File: config.mk
export PLATFORM = sky130hd
export DESIGN_NAME = iter_shift_left
export DESIGN_NICKNAME = d
export VERILOG_FILES = /design/src/rtl/iter_shift_left.sv
export SDC_FILE = /design/constraint.sdc
export NUM_CORES = 1
export LEC_CHECK = 0
export CORE_UTILIZATION = 40
export CTS_CLUSTER_SIZE = 25
export DETAILED_ROUTE_END_ITERATION = 10
export PLACE_DENSITY = 0.71
export SLEW_MARGIN = 25
export SYNTH_ARGS = -nofsm -noshare
export SYNTH_HDL_FRONTEND = slang
export SYNTH_SLANG_ARGS = --single-unit
File: constraint.sdc
create_clock -name clk -period 6.1 [get_ports clk]
set_clock_uncertainty 0.05 [all_clocks]
set_input_delay 1.525 -clock clk [delete_from_list [all_inputs] [get_ports clk]]
set_output_delay 1.525 -clock clk [all_outputs]
set_load 0.03 [all_outputs]
File: src/rtl/iter_shift_left.sv
// Multi-cycle left shifter/rotator. Shifts by 4 per cycle while at least 4 positions
// remain, then by 1, so a full shift takes floor(shift/4) + shift%4 busy cycles.
module iter_shift_left #(
   parameter int WIDTH = 32,
   parameter int SHW   = 5
) (
   input  logic             clk,
   input  logic             reset,
   input  logic             in_valid,
   output logic             in_ready,
   input  logic [WIDTH-1:0] a,
   input  logic [SHW-1:0]   shift,
   input  logic             op,
   output logic             out_valid,
   input  logic             out_ready,
   output logic [WIDTH-1:0] q,
   output logic             carry
);

   // state | meaning
   // IDLE  | waiting for a request, in_ready high
   // BUSY  | stepping the working word, remaining > 0
   // DONE  | result held on q/carry until out_ready
   typedef enum logic [1:0] {
      IDLE = 2'd0,
      BUSY = 2'd1,
      DONE = 2'd2
   } state_t;

   localparam logic [SHW-1:0] STEP4 = SHW'(4);
   localparam logic [SHW-1:0] STEP1 = SHW'(1);

   state_t         state;
   logic [SHW-1:0] remaining;
   logic           op_r;

   assign in_ready  = (state == IDLE);
   assign out_valid = (state == DONE);

   always_ff @(posedge clk) begin
      if (reset) begin
         state     <= IDLE;
         q         <= '0;
         carry     <= 1'b0;
         remaining <= '0;
         op_r      <= 1'b0;
      end else begin
         case (state)
            IDLE: begin
               if (in_valid) begin
                  q         <= a;
                  carry     <= 1'b0;
                  op_r      <= op;
                  remaining <= shift;
                  state     <= (shift == '0) ? DONE : BUSY;
               end
            end
            BUSY: begin
               // For both ops the carry ends up as the last bit leaving the MSB,
               // since a rotate deposits exactly that bit into bit 0.
               if (remaining >= STEP4) begin
                  q         <= op_r ? {q[WIDTH-5:0], q[WIDTH-1:WIDTH-4]}
                                    : {q[WIDTH-5:0], 4'b0000};
                  carry     <= q[WIDTH-4];
                  remaining <= remaining - STEP4;
                  if (remaining == STEP4)
                     state <= DONE;
               end else begin
                  q         <= op_r ? {q[WIDTH-2:0], q[WIDTH-1]}
                                    : {q[WIDTH-2:0], 1'b0};
                  carry     <= q[WIDTH-1];
                  remaining <= remaining - STEP1;
                  if (remaining == STEP1)
                     state <= DONE;
               end
            end
            DONE: begin
               if (out_ready)
                  state <= IDLE;
            end
            default: state <= IDLE;
         endcase
      end
   end

endmodule

==> metrics.md <==
| Metric | Value |
|---|---|
| Hold buffer count at cts | `0` |
| FF+latch count, synth | `41` |
| GRT overflow | `0` |
| CP max FO | `18` |
| Via count | `2555` |
| First-pass GRT wire length | `11.3 mm` |
| Yosys top cell by area | `dfxtp_1` |
| Tmin final | `3500 ps` |
| Highest Clock Rate | `286 MHz` |
| Actual slew at the worst max-slew pin | `1050 ps` |
| DR iter-0 viols | `296` |
| Yosys warns | `0` |
| CTS root buf | `clkbuf_8` |
| Syn Area/Cell | `7.73 µm²` |
| Max-Cap Viols | `0` |
| Ordered list of cells on the worst path | `clkdlybuf4s50_1 > nor2_1 > nor2_2 > buf_4 > nor2_1 > a2111oi_0` |
| CP endpoint | `remaining[4]$_SDFFE_PP0P_` |
| Unique cell type count in the Yosys netlist | `37` |
| Number of synthesized flops with an enable pin | `0` |
| Share of layout cells above drive strength 1 | `5.62%` |
| Vias per cell | `5.97` |
| Synth Net Count | `347` |
| Area of the core | `5540 µm²` |
| Outcome | `finished, final reports clean` |
| VDD IR max | `0.148 mV` |
| R2R Setup Slk | `3610 ps` |
| Largest net degree at the start of global routing | `69` |
| Clock buffer depth | `2` |
| Crit end category | `flip-flop` |
| WL final | `6.91 mm` |
| Required time of the critical path | `6230 ps` |
| Worst setup path start | `in_valid` |
| Dpl hpwl | `4.48 mm` |
| Area growth, synth to finish | `36.8%` |
| Rel. slew slack | `30.1%` |
| Initial DRT Pass Iterations | `4` |
| Worst-path clk slew | `80 ps` |
| Max stage delay on crit path | `660 ps` |
| Share of the synthesized area in the top cell type | `35.4%` |
| WP depth | `6` |
| Setup violators final | `0` |
| Die H | `78.1 µm` |
| Initial Util | `41.8%` |
| Unrepaired setup endpoints after global routing | `no` |
| Critical Path Start Type | `primary input` |
| CTS Sinks | `41` |
| Sequential cell area fraction in the yosys report | `35.4%` |
| Leak | `1.06 nW` |
| Tot GR Track Use | `23.1%` |
| Layout Utilization | `57.2%` |
| Worst R2R End | `q[10]$_SDFFE_PP0P_` |
| Worst r2r src | `remaining[3]$_SDFFE_PP0P_` |
| Antenna-violating nets left | `0` |
| Pwr Density | `334 nW/µm²` |
| Post-synth top cells | `61 x nand3_1, 41 x dfxtp_1, 41 x nor2_1` |
| Critical path's top delay family | `buffers and inverters` |
| Die width | `78.1 µm` |
| Crit path top cell by count | `nor2_1` |
| Vias in the first global route | `2272` |
| Post-CTS sizing | `0` |
| Post-CTS setup buffer count | `0` |
| Slew Limit Fails | `0` |
| Final Wtd Congestion | `0.834` |
| Antenna Cells | `0` |
| Final Cycle Share | `57.4%` |
| WP buf/inv | `2` |
| Crit path max-delay cell type | `clkdlybuf4s50_1` |
| Most common cell in the netlist | `nand3_1` |
| Arr. time, crit path | `3630 ps` |
| CTS tree | `done` |
| Drc violations | `0` |
| CTS Buf Count | `5` |
| Fin. Hold Viols | `0` |
| Row count | `27` |
| Die area | `6100 µm²` |
| Initial antenna violation count | `0` |
| Dominant synthesized flop cell | `dfxtp_1` |
| Cells after Synth | `300` |
| Post-Syn Area | `2320 µm²` |
| Crit Path Category | `in2reg` |
| Final setup TNS | `0 ps` |
| Worst-Skew Late Latency | `290 ps` |
| Input/output buffers | `76` |
| Drt wl/cell | `16.1 µm` |
| R2R depth | `6` |
| Hold Slack | `413 ps` |
| Worst hold-check path type | `reg2reg` |
| # H-tree levels | `2` |
| Top post-synthesis cells by area | `dfxtp_1 35%, nand3_1 13%, a311oi_1 11%` |
| Ys async rst share | `0%` |
| I/O pin count | `77` |
| Final nets | `402` |
==> how the worst min path moves through the flow <==
| stage | startpoint | endpoint | slack (ps) | depth (start not counted) |
|---|---|---|---|---|
| finish | carry$_SDFFE_PP0P_ | carry$_SDFFE_PP0P_ | 410 | 2 |
| global route | carry$_SDFFE_PP0P_ | carry$_SDFFE_PP0P_ | 430 | 2 |
| CTS | carry$_SDFFE_PP0P_ | carry$_SDFFE_PP0P_ | 410 | 2 |
| detailed placement | carry$_SDFFE_PP0P_ | carry$_SDFFE_PP0P_ | 400 | 2 |
| global placement | carry$_SDFFE_PP0P_ | carry$_SDFFE_PP0P_ | 400 | 2 |
| floorplan | op_r$_SDFFE_PP0P_ | op_r$_SDFFE_PP0P_ | 430 | 2 |
==> state kept, by name (all words and copies together), names as in the netlist <==
signal	count
q	32
remaining	5
state	2
carry	1
op_r	1
==> where the power goes <==
| group | internal, mW | total (mW) | switching, mW |
|---|---|---|---|
| logic | 0.174 | 0.457 | 0.283 |
| registers | 0.314 | 0.375 | 0.0613 |
| clock network | 0.134 | 0.228 | 0.0948 |
==> worst register-to-register path: cells and delay by family, from the launching register on <==
family	cells	cell delay [ps]
AND/OR/NAND/NOR	1	110
adder cells (fa/ha/maj)	1	250
AO/OA/AOI/OAI	2	1020
flip-flops	1	440
buffers and inverters	2	530
==> cell usage in the layout (no fill, tap or decap) <==
cell type	instances
ha_1	5
and3_1	1
dfxtp_1	41
a2111o_2	1
a311oi_2	3
nand4_1	3
nand3_1	61
a2111oi_4	1
and4_1	1
a221oi_2	1
clkbuf_1	1
nor2_1	40
a21oi_1	39
nor2b_4	1
a2111oi_0	1
a32oi_1	1
nand2_1	4
nor3_1	3
o22ai_1	1
a311oi_1	28
or3_1	1
a211oi_1	2
nand3b_1	2
nor2b_1	2
bufinv_16	1
o21ai_0	8
nand2b_1	3
clkbuf_8	6
a22oi_1	1
buf_4	4
a31oi_1	1
xor2_1	1
a21o_1	1
o211ai_1	1
or2_2	1
inv_1	5
nor2_2	1
and4b_1	1
clkdlybuf4s50_1	76
o21bai_1	1
==> layout make-up <==
type | instances | area, µm²
Tap cell | 72 | 90.1
Clock inverter | 1 | 30.0
Multi-Input combinational cell | 222 | 1340
Timing Repair Buffer | 80 | 791
Fill cell | 532 | 2370
Sequential cell | 41 | 821
Inverter | 5 | 18.8
Clock buffer | 7 | 86.3
==> cells by family after synthesis <==
| family | Yosys count | synth area share [%] |
|---|---|---|
| flops | 41 | 35.4 |
| simple gates | 125 | 25.8 |
| fa+ha+maj | 5 | 2.70 |
| compound gates | 91 | 28.2 |
| xor+xnor | 1 | 0.378 |
| buf+inv | 37 | 7.50 |
==> stage by stage <==
step                      power [mW]  cell area (µm²)  std cells  setup slack (ps)
final                           1.06             3170        428              2600
after global routing            1.12             3170        428              2460
after CTS                       1.06             3170        428              2610
after detailed placement       0.832             3050        420              2300
after global placement         0.827             3050        420              2360
after floorplan                0.680             2320        300              3410
==> routing by layer <==
metal  track usage, %  wire, µm
met5                0         0
met3             4.53       397
met4             6.85       127
met1             32.3      3190
met2             35.6      3200
Power figures use the tool's default switching activity.
